`src/rtl/id_ex_stage.sv`:
```
`default_nettype none
// ============================================================================
//  Module   : id_ex_stage
//  Brief    : ID/EX pipeline register with MEM/WB operand forwarding and
//             load-use detection, feeding the execute-stage ALU.
//  Revision : 1.0 - initial release
// ============================================================================
module id_ex_stage #(
   parameter int WIDTH = 32,
   parameter int RADDR = 5
) (
   input  logic             clk,
   input  logic             reset,
   input  logic             stall_e,
   input  logic             flush_e,
   input  logic             valid_d,
   input  logic [WIDTH-1:0] rd1_d,
   input  logic [WIDTH-1:0] rd2_d,
   input  logic [WIDTH-1:0] signimm_d,
   input  logic [RADDR-1:0] rs_d,
   input  logic [RADDR-1:0] rt_d,
   input  logic [RADDR-1:0] rd_d,
   input  logic [2:0]       alucontrol_d,
   input  logic             alusrc_d,
   input  logic             regdst_d,
   input  logic             regwrite_d,
   input  logic             memtoreg_d,
   input  logic             memwrite_d,
   input  logic [WIDTH-1:0] aluout_m,
   input  logic             regwrite_m,
   input  logic [RADDR-1:0] writereg_m,
   input  logic [WIDTH-1:0] result_w,
   input  logic             regwrite_w,
   input  logic [RADDR-1:0] writereg_w,
   output logic [WIDTH-1:0] srca_e,
   output logic [WIDTH-1:0] srcb_e,
   output logic [2:0]       alucont_e,
   output logic [WIDTH-1:0] writedata_e,
   output logic [RADDR-1:0] writereg_e,
   output logic             regwrite_e,
   output logic             memtoreg_e,
   output logic             memwrite_e,
   output logic             valid_e,
   output logic [1:0]       forward_a_e,
   output logic [1:0]       forward_b_e,
   output logic             lwstall_d
);

   typedef struct packed {
      logic             valid;
      logic [WIDTH-1:0] rd1;
      logic [WIDTH-1:0] rd2;
      logic [WIDTH-1:0] signimm;
      logic [RADDR-1:0] rs;
      logic [RADDR-1:0] rt;
      logic [RADDR-1:0] rd;
      logic [2:0]       alucontrol;
      logic             alusrc;
      logic             regdst;
      logic             regwrite;
      logic             memtoreg;
      logic             memwrite;
   } idex_t;

   localparam logic [1:0] c_fwd_rf  = 2'b00;
   localparam logic [1:0] c_fwd_mem = 2'b10;
   localparam logic [1:0] c_fwd_wb  = 2'b01;

   // A bubble is an all-zero instruction whose ALU op is add.
   localparam idex_t c_bubble = '{
      valid:      1'b0,
      rd1:        '0,
      rd2:        '0,
      signimm:    '0,
      rs:         '0,
      rt:         '0,
      rd:         '0,
      alucontrol: 3'b010,
      alusrc:     1'b0,
      regdst:     1'b0,
      regwrite:   1'b0,
      memtoreg:   1'b0,
      memwrite:   1'b0
   };

   idex_t idex_d;
   idex_t idex_q;

   always_comb begin
      idex_d = idex_q;
      if (flush_e) begin
         idex_d = c_bubble;
      end else if (!stall_e) begin
         idex_d.valid      = valid_d;
         idex_d.rd1        = rd1_d;
         idex_d.rd2        = rd2_d;
         idex_d.signimm    = signimm_d;
         idex_d.rs         = rs_d;
         idex_d.rt         = rt_d;
         idex_d.rd         = rd_d;
         idex_d.alucontrol = alucontrol_d;
         idex_d.alusrc     = alusrc_d;
         idex_d.regdst     = regdst_d;
         idex_d.regwrite   = regwrite_d;
         idex_d.memtoreg   = memtoreg_d;
         idex_d.memwrite   = memwrite_d;
      end
   end

   always_ff @(posedge clk or posedge reset) begin
      if (reset) begin
         idex_q <= c_bubble;
      end else begin
         idex_q <= idex_d;
      end
   end

   logic             hit_m_a;
   logic             hit_w_a;
   logic             hit_m_b;
   logic             hit_w_b;
   logic [WIDTH-1:0] fwd_a;
   logic [WIDTH-1:0] fwd_b;

   // $0 is never a forwarding target, so its register-file zero passes through.
   assign hit_m_a = regwrite_m && (writereg_m != '0) && (writereg_m == idex_q.rs);
   assign hit_w_a = regwrite_w && (writereg_w != '0) && (writereg_w == idex_q.rs);
   assign hit_m_b = regwrite_m && (writereg_m != '0) && (writereg_m == idex_q.rt);
   assign hit_w_b = regwrite_w && (writereg_w != '0) && (writereg_w == idex_q.rt);

   always_comb begin
      fwd_a       = idex_q.rd1;
      forward_a_e = c_fwd_rf;
      if (hit_m_a) begin
         fwd_a       = aluout_m;
         forward_a_e = c_fwd_mem;
      end else if (hit_w_a) begin
         fwd_a       = result_w;
         forward_a_e = c_fwd_wb;
      end
   end

   always_comb begin
      fwd_b       = idex_q.rd2;
      forward_b_e = c_fwd_rf;
      if (hit_m_b) begin
         fwd_b       = aluout_m;
         forward_b_e = c_fwd_mem;
      end else if (hit_w_b) begin
         fwd_b       = result_w;
         forward_b_e = c_fwd_wb;
      end
   end

   assign srca_e      = fwd_a;
   assign writedata_e = fwd_b;
   assign srcb_e      = idex_q.alusrc ? idex_q.signimm : fwd_b;
   assign writereg_e  = idex_q.regdst ? idex_q.rd : idex_q.rt;
   assign alucont_e   = idex_q.alucontrol;
   assign regwrite_e  = idex_q.regwrite;
   assign memtoreg_e  = idex_q.memtoreg;
   assign memwrite_e  = idex_q.memwrite;
   assign valid_e     = idex_q.valid;

   assign lwstall_d = idex_q.valid && idex_q.memtoreg && (idex_q.rt != '0) &&
                      ((idex_q.rt == rs_d) || (idex_q.rt == rt_d));

endmodule
`default_nettype wire

```
`config.mk`:
```
export PLATFORM = sky130hd
export DESIGN_NAME = id_ex_stage
export DESIGN_NICKNAME = d
export VERILOG_FILES = /design/src/rtl/id_ex_stage.sv
export SDC_FILE = /design/constraint.sdc
export NUM_CORES = 1
export LEC_CHECK = 0
export BUFFER_PORTS_ARGS = -buffer_cell sky130_fd_sc_hd__buf_2
export CORE_ASPECT_RATIO = 1.1
export CORE_MARGIN = 1
export CORE_UTILIZATION = 40
export CTS_CLUSTER_SIZE = 28
export DETAILED_ROUTE_END_ITERATION = 10
export MAX_ROUTING_LAYER = met4
export PLACE_DENSITY = 0.69
export SYNTH_ARGS = -nofsm -noshare
export SYNTH_HDL_FRONTEND = slang
export SYNTH_SLANG_ARGS = --single-unit
```
`constraint.sdc`:
```
create_clock -name clk -period 9.5 [get_ports clk]
set_clock_uncertainty 0.05 [all_clocks]
set_input_delay 1.9 -clock clk [delete_from_list [all_inputs] [get_ports clk]]
set_output_delay 1.9 -clock clk [all_outputs]
set_load 0.02 [all_outputs]
```
==> results of run 1 <==
==> power groups by stage <==
stage / clock network [mW] / registers (mW) / logic (mW)
detailed placement: 0 / 0.571 / 0.302
floorplan: 0 / 0.562 / 0.194
global route: 0.673 / 0.565 / 0.330
finish: 0.637 / 0.562 / 0.302
global placement: 0 / 0.570 / 0.299
CTS: 0.654 / 0.562 / 0.303
==> logic make-up (layout without fill, tap and decap cells) <==
| family | Yosys count | after routing | synth area share |
|---|---|---|---|
| XOR/XNOR | 30 | 30 | 0.0360 |
| flip-flops | 120 | 120 | 0.411 |
| buffers and inverters | 107 | 384 | 0.0728 |
| other | 0 | 3 | 0 |
| AO/OA/AOI/OAI | 101 | 101 | 0.0872 |
| multiplexers | 188 | 188 | 0.259 |
| AND/OR/NAND/NOR | 237 | 237 | 0.134 |
==> final timing paths <==
path	cells past startpoint	slack [ns]	end
max	8	3.27	srcb_e[5]
min	2	0.47	alucont_e[0]
max reg2reg	3	8.13	idex_q[4]
min reg2reg	2	0.47	alucont_e[0]
max in group asynchronous	3	6.47	idex_q[4]
min in group asynchronous	2	1.57	idex_q[76]
==> through the flow <==
step / power [mW] / area [um^2] / utilization / worst slack (ns) / std cells
floorplan: 0.755 / 7300 / - / 3.81 / 783
global placement: 0.868 / 8830 / 0.496 / 3.31 / 1266
global route: 1.57 / 9430 / 0.530 / 3.16 / 1301
finish: 1.50 / 9430 / 0.530 / 3.27 / 1301
CTS: 1.52 / 9420 / 0.529 / 3.31 / 1298
detailed placement: 0.873 / 8830 / 0.496 / 3.32 / 1266
==> area by class of cell <==
type	instances	area [um^2]
Clock inverter	11	123
Multi-Input combinational cell	556	3780
Tap cell	238	298
Clock buffer	21	470
Sequential cell	120	3010
Timing Repair Buffer	318	1620
Antenna cell	3	7.51
Inverter	34	130
Fill cell	1685	8370
==> synth_stat cells (all sizes together) <==
cell type,instances
mux2,5
nand2,32
o211ai,1
and3,1
a211o,1
nor3,38
clkbuf,28
xor2,22
and4,2
xnor2,8
nand3,4
a221oi,32
dfstp,1
dfrtp,119
mux2i,183
or4,3
o21ai,32
a21oi,33
o21a,2
nor2,155
inv,34
buf,45
nor2b,2
==> worst min-delay path: cells and delay by family (launching register included) <==
family        cells  cell delay [ns]
flops             1             0.33
simple gates      1             0.08
mux               1             0.07
==> routing by layer <==
metal | track usage | vias up | wire [um]
met5 | - | - | 0
met4 | 0.116 | 0 | 699
met3 | 0.0573 | 45 | 1570
met2 | 0.380 | 286 | 10700
met1 | 0.268 | 3214 | 8990
li1 | - | 3229 | -
==> registers in the layout, summed over array words and instances, names as in the netlist <==
register / count
alucont_e: 3
valid_e: 1
memtoreg_e: 1
memwrite_e: 1
idex_q: 113
regwrite_e: 1
==> metrics, run 1 <==
Synth cell types 30; Hold Path Origin alucont_e[0]; DR DRC count 0; clock sinks 120; cell at the slowest stage of the critical path nor2_4; Syn Area/Cell ~9.3 um^2; pwr/cell area about 160 mW/mm^2; DP HPWL 15400 um; synthesized area 0.00730 mm^2; Worst setup SP type input port; CTS Hold Buffers Added 0; Max Slew Vio Count 0; reg-to-reg critical path startpoint idex_q[4]; Min Clock Period, post-route just over 6 ns; Avg WL per Cell approximately 17 um; via-per-instance ratio roughly 5.2; num rows slightly above 50; GP Congestion between 0.8 and 0.9; CP Max Fanout 32; Clock Latency Late Sink 0.41 ns; Clock Tree Buf Depth 2; initial drt markers ~330; Seq cells post-synth between 100 and 150; period utilisation layout 0.656; post-CTS setup buffer count 0; Synth Net Count 983; Max IR drop VDD 0.102 mV; final setup vio count 0; Switching Share 0.288; register share of total power 0.374; vias post-DR ~6800; crit path DAT around 4.3 ns; die footprint 0.0188 mm^2; CP max stage delay roughly 0.8 ns; Internal between 1 and 1.5 mW; Total Routing Usage GR 0.234; sequential share of the synthesized area 0.411; Core Area ~0.018 mm^2; starting density of the core 0.410; vias in the first global route roughly 6500; Clock Power Share 0.424; Critical Path RT around 7.6 ns; Least-Margin Pin Slew about 1.3 ns; Overflow after GRT 0; root buf cell clkbuf_16; Hold Slack about 0.47 ns; max-cap check violation count 0; DRT Pass-1 Iters 5; first-pass GRT wire length between 30000 and 40000 um; CP Cell Sequence buf_2, or4_1, o21a_1, nand3_4, inv_1, nor2_4, a221oi_1, buf_2; Synth warnings 0; port bufs between 300 and 400; layout cell share with drive strength beyond 1 0.342; Worst Hold Class reg -> reg; number of hold violations in the final report 0; most common cell after layout, fill and taps aside buf_2; Antenna Nets Post-Route 0; pin count of the biggest net entering global routing between 90 and 100; Area growth syn-to-layout 29.1%; P_leak 4.87 nW; top cells by area, synth dfrtp_1, mux2i_1, nor2_1; Yosys top cell by area dfrtp_1; Worst Setup Path Type in -> out; TritonCTS Buffers 17; Die Height 144 um; CTS tree yes; CP dominant cell by count buf_2; H-tree lvl count 4; setup total negative slack 0 ns; outcome complete, no violations; Syn Inst Count roughly 780; initial antenna violation count 3; Final Net Count roughly 1200; area fraction of the dominant cell type after synthesis 0.408; I/O Pins approximately 310; CP endpoint kind output port; clk slew on worst S/H paths ~0.060 ns; Worst Path Buf+Inv 3; Comb pwr share 0.201; Routed WL 21900 um; post-CTS sizing 0; Rel. slew slack 0.165; RSZ-0062 raised after global routing false; P_sw 0.432 mW; die span in x between 100 and 150 um; fmax between 0.15 and 0.2 GHz; critical path startpoint writereg_m[1]; most frequent cells in the layout buf_2, mux2i_1, nor2_1, dfrtp_1, nor3_1; largest delay contributor family on the critical path simple AND/OR/NAND/NOR gates
(Power assumes the default switching activity.)
==> inputs of run 2 (changes only) <==
--- a/config.mk
+++ b/config.mk
@@ -5,6 +5,7 @@
 export SDC_FILE = /design/constraint.sdc
 export NUM_CORES = 1
 export LEC_CHECK = 0
+export ABC_AREA = 1
 export BUFFER_PORTS_ARGS = -buffer_cell sky130_fd_sc_hd__buf_2
 export CORE_ASPECT_RATIO = 1.1
 export CORE_MARGIN = 1
@@ -12,7 +13,7 @@
 export CTS_CLUSTER_SIZE = 28
 export DETAILED_ROUTE_END_ITERATION = 10
 export MAX_ROUTING_LAYER = met4
-export PLACE_DENSITY = 0.69
+export PLACE_DENSITY = 0.72
 export SYNTH_ARGS = -nofsm -noshare
 export SYNTH_HDL_FRONTEND = slang
 export SYNTH_SLANG_ARGS = --single-unit
==> constraint.sdc (replaced) <==
create_clock -name clk -period 5.04 [get_ports clk]
set_clock_uncertainty 0.05 [all_clocks]
set_input_delay 1.008 -clock clk [delete_from_list [all_inputs] [get_ports clk]]
set_output_delay 1.008 -clock clk [all_outputs]
set_load 0.02 [all_outputs]
==> metrics, run 2 <==
RSZ-0062 raised after global routing false (unchanged); most common cell in the synthesized netlist nand2_1 (was mux2i_1); Max IR drop VDD 0.211 mV (was 0.102 mV); Clock Tree Buf Depth 2 (unchanged); Worst Path Buf+Inv 3 (unchanged); top cells by area, synth dfrtp_1, nand2_1, a22o_1 (was dfrtp_1, mux2i_1, nor2_1); max-cap check violation count 0 (unchanged); Clock Latency Late Sink 0.41 ns (about the same); reg-to-reg critical path startpoint idex_q[4] (unchanged); setup total negative slack 0 ns (unchanged); Antenna Nets Post-Route 0 (unchanged); Max Slew Vio Count 0 (unchanged); number of hold violations in the final report 0 (unchanged); Routed WL 27300 um (was 21900 um); final setup margin 0.737 ns (was 3.27 ns); most instantiated cells after synthesis nand2_1, nand3_1, dfrtp_1 (was mux2i_1, nor2_1, dfrtp_1); most frequent cells in the layout buf_2, nand2_1, nand3_1, dfrtp_1 (was buf_2, mux2i_1, nor2_1, dfrtp_1, nor3_1); area fraction of the dominant cell type after synthesis 0.416 (was 0.408); Area growth syn-to-layout 31.7% (was 29.1%); vias post-DR 7708 (was 6774); P_sw 0.865 mW (was 0.432 mW); Overflow after GRT 0 (unchanged); R2R Setup Slk 3.28 ns (was 8.13 ns); TritonCTS Buffers 17 (unchanged); Avg WL per Cell 18.6 um (was 16.8 um); starting density of the core 0.415 (was 0.410); period utilisation layout 0.854; Synth cell types 31 (was 30); DR DRC count 0 (unchanged); clk slew on worst S/H paths 0.06 ns (about the same); post-CTS sizing 0 (unchanged); Seq cells post-synth 120 (unchanged); max reg flops 113 (unchanged); CTS tree yes (unchanged); Core Area 0.0173 mm^2 (was 0.0178 mm^2); final setup vio count 0 (unchanged); Total Routing Usage GR 0.310 (was 0.234); synthesized area 0.00716 mm^2 (was 0.00730 mm^2); GP Congestion 0.947 (was 0.876); DP HPWL 19200 um (was 15400 um); EDFF count, synth 0 (unchanged); I/O Pins 313 (unchanged); Most flops, register idex_q (unchanged); Comb pwr share 0.201 (about the same); outcome complete, no violations (unchanged); CTS Hold Buffers Added 0 (unchanged); P_leak 5.33 nW (was 4.87 nW); Hold Slack 0.447 ns (was 0.466 ns); Rel. slew slack 0.120 (was 0.165); initial drt markers 434 (was 332); register share of total power 0.364 (was 0.374); Filler cells 1703 (was 1685); Worst setup SP type input port (unchanged); cell at the slowest stage of the critical path inv_2 (was nor2_4); Syn Area/Cell 7.64 um^2 (was 9.33 um^2); first-pass GRT wire length 41200 um (was 32200 um); Syn Inst Count 937 (was 783); num rows 50 (was 51); Yosys top cell by area dfrtp_1 (unchanged); critical path startpoint writereg_m[2] (was writereg_m[1]); DP Worst Slack 0.784 ns (was 3.32 ns); initial antenna violation count 4 (was 3); Clock Power Share 0.434 (was 0.424); CP endpoint kind output port (unchanged); Min Clock Period, post-route about 4.3 ns; H-tree lvl count 4 (unchanged); die footprint 0.0184 mm^2 (was 0.0188 mm^2); Die Height 142 um (was 144 um); Least-Margin Pin Slew 1.32 ns (was 1.25 ns); via-per-instance ratio 5.27 (was 5.21); sequential share of the synthesized area 0.419 (was 0.411); post-CTS setup buffer count 0 (unchanged); Worst Hold Class reg -> reg (unchanged); ys flop type dfrtp_1 (unchanged); Critical Path RT 3.98 ns (was 7.55 ns); CP Max Fanout 34 (was 32); most common cell after layout, fill and taps aside buf_2 (unchanged); layout cell share with drive strength beyond 1 0.309 (was 0.342); root buf cell clkbuf_16 (unchanged); fmax ~0.23 GHz; Final Net Count 1412 (was 1247); clock sinks 120 (unchanged); die span in x 130 um (was 131 um); Synth warnings 0 (unchanged); port bufs 312 (unchanged); Final Util 0.546 (was 0.530); Synth Net Count 1137 (was 983); CP Cell Sequence buf_2, xor2_1, nor2_1, nand3b_4, inv_2, nand2_1, nand3_1, nand2_1, buf_2 (was buf_2, or4_1, o21a_1, nand3_4, inv_1, nor2_4, a221oi_1, buf_2); FFs w/ async S/R, synth 1.00 (unchanged); Internal 2.02 mW (was 1.07 mW); largest delay contributor family on the critical path simple AND/OR/NAND/NOR gates (unchanged); pwr/cell area 306 mW/mm^2 (was 159 mW/mm^2); Switching Share 0.299 (was 0.288); DRT Pass-1 Iters 5 (unchanged); CP max stage delay 0.75 ns (was 0.81 ns); crit path DAT 3.25 ns (was 4.28 ns); Worst Setup Path Type in -> out (unchanged); pin count of the biggest net entering global routing 49 (was 97); vias in the first global route 7670 (was 6501); Hold Path Origin idex_q[12] (was alucont_e[0])
run 2: kinds of logic after synthesis:
kind of cell | after synthesis | synth area share
AOI/OAI and AO/OA | 131 | 0.134
and+or+nand+nor | 509 | 0.327
xor gates and xnor gates | 21 | 0.0257
DFF | 120 | 0.419
buffers and inverters | 156 | 0.0935
run 2: power groups by stage:
stage	sequential, mW	combinational [mW]	clock, mW
floorplan	1.06	0.345	0
detailed placement	1.07	0.580	0
CTS	1.05	0.582	1.27
global route	1.06	0.633	1.32
global placement	1.07	0.573	0
finish	1.05	0.582	1.25
run 2: layout make-up:
class / count / area (um^2) / share of cell area
multi-input combinational: 661 / 3510 / 0.373
sequential: 120 / 3000 / 0.319
timing repair buffer: 327 / 1670 / 0.178
clock buffer: 18 / 439 / 0.0466
inverter: 85 / 322 / 0.0341
tap: 234 / 293 / 0.0311
clock inverter: 14 / 173 / 0.0183
antenna: 4 / 10.0 / 0.00106
run 2: final timing paths:
| check | cells after the start | end |
|---|---|---|
| worst max-delay path | 9 | srcb_e[5] |
| worst min-delay path | 1 | idex_q[12] |
| worst max register to register | 2 | idex_q[4] |
| worst min register to register | 1 | idex_q[12] |
| max in group asynchronous | 3 | idex_q[99] |
| min in group asynchronous | 2 | memwrite_e |
run 2: metrics by stage:
step	power, mW	std cells	cell area, um^2
6_report	2.89	1463	9430
5_1_grt	3.01	1463	9430
4_1_cts	2.90	1459	9420
3_5_place_dp	1.65	1427	8810
3_3_place_gp	1.64	1427	8810
2_1_floorplan	1.40	937	7160
run 2: per-layer routing:
layer / share of wire / track usage / wire [um]
met5: 0 / - / 0
met4: 0.043 / 0.173 / 1190
met3: 0.068 / 0.0624 / 1860
met2: 0.49 / 0.507 / 13400
met1: 0.40 / 0.355 / 10800
==> inputs of run 3 (changes only) <==
--- a/config.mk
+++ b/config.mk
@@ -12,8 +12,10 @@
 export CORE_UTILIZATION = 40
 export CTS_CLUSTER_SIZE = 28
 export DETAILED_ROUTE_END_ITERATION = 10
+export GPL_TIMING_DRIVEN = 0
 export MAX_ROUTING_LAYER = met4
 export PLACE_DENSITY = 0.72
+export RECOVER_POWER = 25
 export SYNTH_ARGS = -nofsm -noshare
 export SYNTH_HDL_FRONTEND = slang
 export SYNTH_SLANG_ARGS = --single-unit
==> metrics, run 3 (synthesized netlist as in run 2, its figures left out) <==
GP Congestion 0.929 (was 0.947); initial antenna violation count 2 (was 4); final instance area 0.00963 mm^2 (was 0.00943 mm^2); root buf cell clkbuf_16 (unchanged); post-CTS sizing 0 (unchanged); layout cell share with drive strength beyond 1 0.309 (about the same); most frequent cells in the layout buf_2, nand2_1, nand3_1, dfrtp_1 (unchanged); DR DRC count 0 (unchanged); Max Slew Vio Count 95 (was 0); DP HPWL 21800 um (was 19200 um); Total Routing Usage GR 0.321 (was 0.310); post-CTS setup buffer count 0 (unchanged); failing checks capacitance limit, slew limit; R2R Setup Slk 3.93 ns (was 3.28 ns); max reg flops 113 (unchanged); TritonCTS Buffers 17 (unchanged); CP Max Fanout 10 (was 34); port bufs 312 (unchanged); I/O Pins 313 (unchanged); CP max stage delay 0.58 ns (was 0.75 ns); vias post-DR 7924 (was 7708); Filler cells 1692 (was 1703); Worst setup SP type input port (unchanged); clk slew on worst S/H paths 0.05 ns (was 0.06 ns); Worst Setup Path Type in -> out (unchanged); cell at the slowest stage of the critical path a21oi_1 (was inv_2); Clock Tree Buf Depth 2 (unchanged); starting density of the core 0.415 (unchanged); Area growth syn-to-layout 34.4% (was 31.7%); fmax 0.249 GHz (was 0.232 GHz); CTS Hold Buffers Added 0 (unchanged); most common cell after layout, fill and taps aside buf_2 (unchanged); die span in x 130 um (unchanged); Routed WL 28200 um (was 27300 um); H-tree lvl count 4 (unchanged); max-cap check violation count 1 (was 0); pwr/cell area 299 mW/mm^2 (was 306 mW/mm^2); Final Net Count 1469 (was 1412); setup total negative slack 0 ns (unchanged); crit path DAT 2.96 ns (was 3.25 ns); Clock Latency Late Sink 0.41 ns (about the same); via-per-instance ratio 5.22 (was 5.27); DRT Pass-1 Iters 5 (unchanged); Core Area 0.0173 mm^2 (unchanged); Least-Margin Pin Slew 2.39 ns (was 1.32 ns); Rel. slew slack -0.591 (was 0.120); Overflow after GRT 0 (unchanged); Hold Slack 0.447 ns (about the same); Die Height 142 um (unchanged); pin count of the biggest net entering global routing 95 (was 49); Critical Path RT 3.98 ns (about the same); Antenna Nets Post-Route 0 (unchanged); number of hold violations in the final report 0 (unchanged); outcome complete, but fails checks (was complete, no violations); Worst Hold Class reg -> reg (unchanged); CP Cell Sequence buf_2, xor2_1, a21oi_1, nand2_1, buf_2, nand2_1, nand3_1, nand2_1, buf_2 (was buf_2, xor2_1, nor2_1, nand3b_4, inv_2, nand2_1, nand3_1, nand2_1, buf_2); Area after DPL 0.00905 mm^2 (was 0.00881 mm^2); RSZ-0062 raised after global routing false (unchanged); CTS tree yes (unchanged); CP endpoint kind output port (unchanged); period utilisation layout 0.797 (was 0.854); vias in the first global route 7835 (was 7670); first-pass GRT wire length 42400 um (was 41200 um); Min Clock Period, post-route 4.02 ns (was 4.30 ns); initial drt markers 482 (was 434); num rows 50 (unchanged); clock sinks 120 (unchanged); Most flops, register idex_q (unchanged); final setup vio count 0 (unchanged); Max IR drop VDD 0.217 mV (was 0.211 mV); die footprint 0.0184 mm^2 (unchanged); P_leak 5.45 nW (was 5.33 nW); Avg WL per Cell 18.6 um (about the same)
run 3: where the power goes:
| part | internal (mW) | leakage [nW] | switching, mW | total, mW |
|---|---|---|---|---|
| Combinational | 0.219 | 3.57 | 0.386 | 0.604 |
| Sequential | 1.02 | 1.59 | 0.0294 | 1.05 |
| Clock | 0.757 | 0.286 | 0.467 | 1.22 |
run 3: path summary, 6_finish.rpt:
| path | start | endpoint | cells past startpoint |
|---|---|---|---|
| max in group asynchronous | reset | idex_q[26] | 3 |
| hold reg to reg | idex_q[60] | idex_q[60] | 1 |
| hold / removal | idex_q[60] | idex_q[60] | 1 |
| setup reg to reg | idex_q[4] | idex_q[4] | 3 |
| setup / recovery | writereg_w[2] | srca_e[19] | 9 |
| min in group asynchronous | reset | regwrite_e | 2 |
run 3: cell type report:
type	instances	area, um^2	area share
antenna	3	7.51	0.000780
buffer	71	350	0.0364
clock buffer	19	453	0.0470
clock inverter	13	145	0.0151
inverter	85	320	0.0333
multi-input combinational	661	3490	0.362
sequential	120	3000	0.312
tap	234	293	0.0304
timing repair buffer	313	1570	0.163
run 3: critical path: cells and delay by family:
kind                   cells  cell delay [ns]
buffers and inverters      3             0.61
AND/OR/NAND/NOR            4             0.59
AO/OA/AOI/OAI              1             0.58
XOR/XNOR                   1             0.16
run 3: per-stage QoR:
step	util	std cells	total power [mW]	setup slack [ns]
2_1_floorplan	-	937	1.40	0.798
3_3_place_gp	0.522	1483	1.66	-0.732
6_report	0.558	1519	2.88	1.02
3_5_place_dp	0.524	1484	1.67	1.06
4_1_cts	0.559	1516	2.89	1.05
5_1_grt	0.557	1518	2.99	0.632
run 3: layer usage:
metal	wire (um)	track usage	vias up
li1	-	-	3750
met4	1010	0.147	0
met1	11400	0.378	3721
met5	0	-	-
met3	2180	0.0628	66
met2	13600	0.527	387
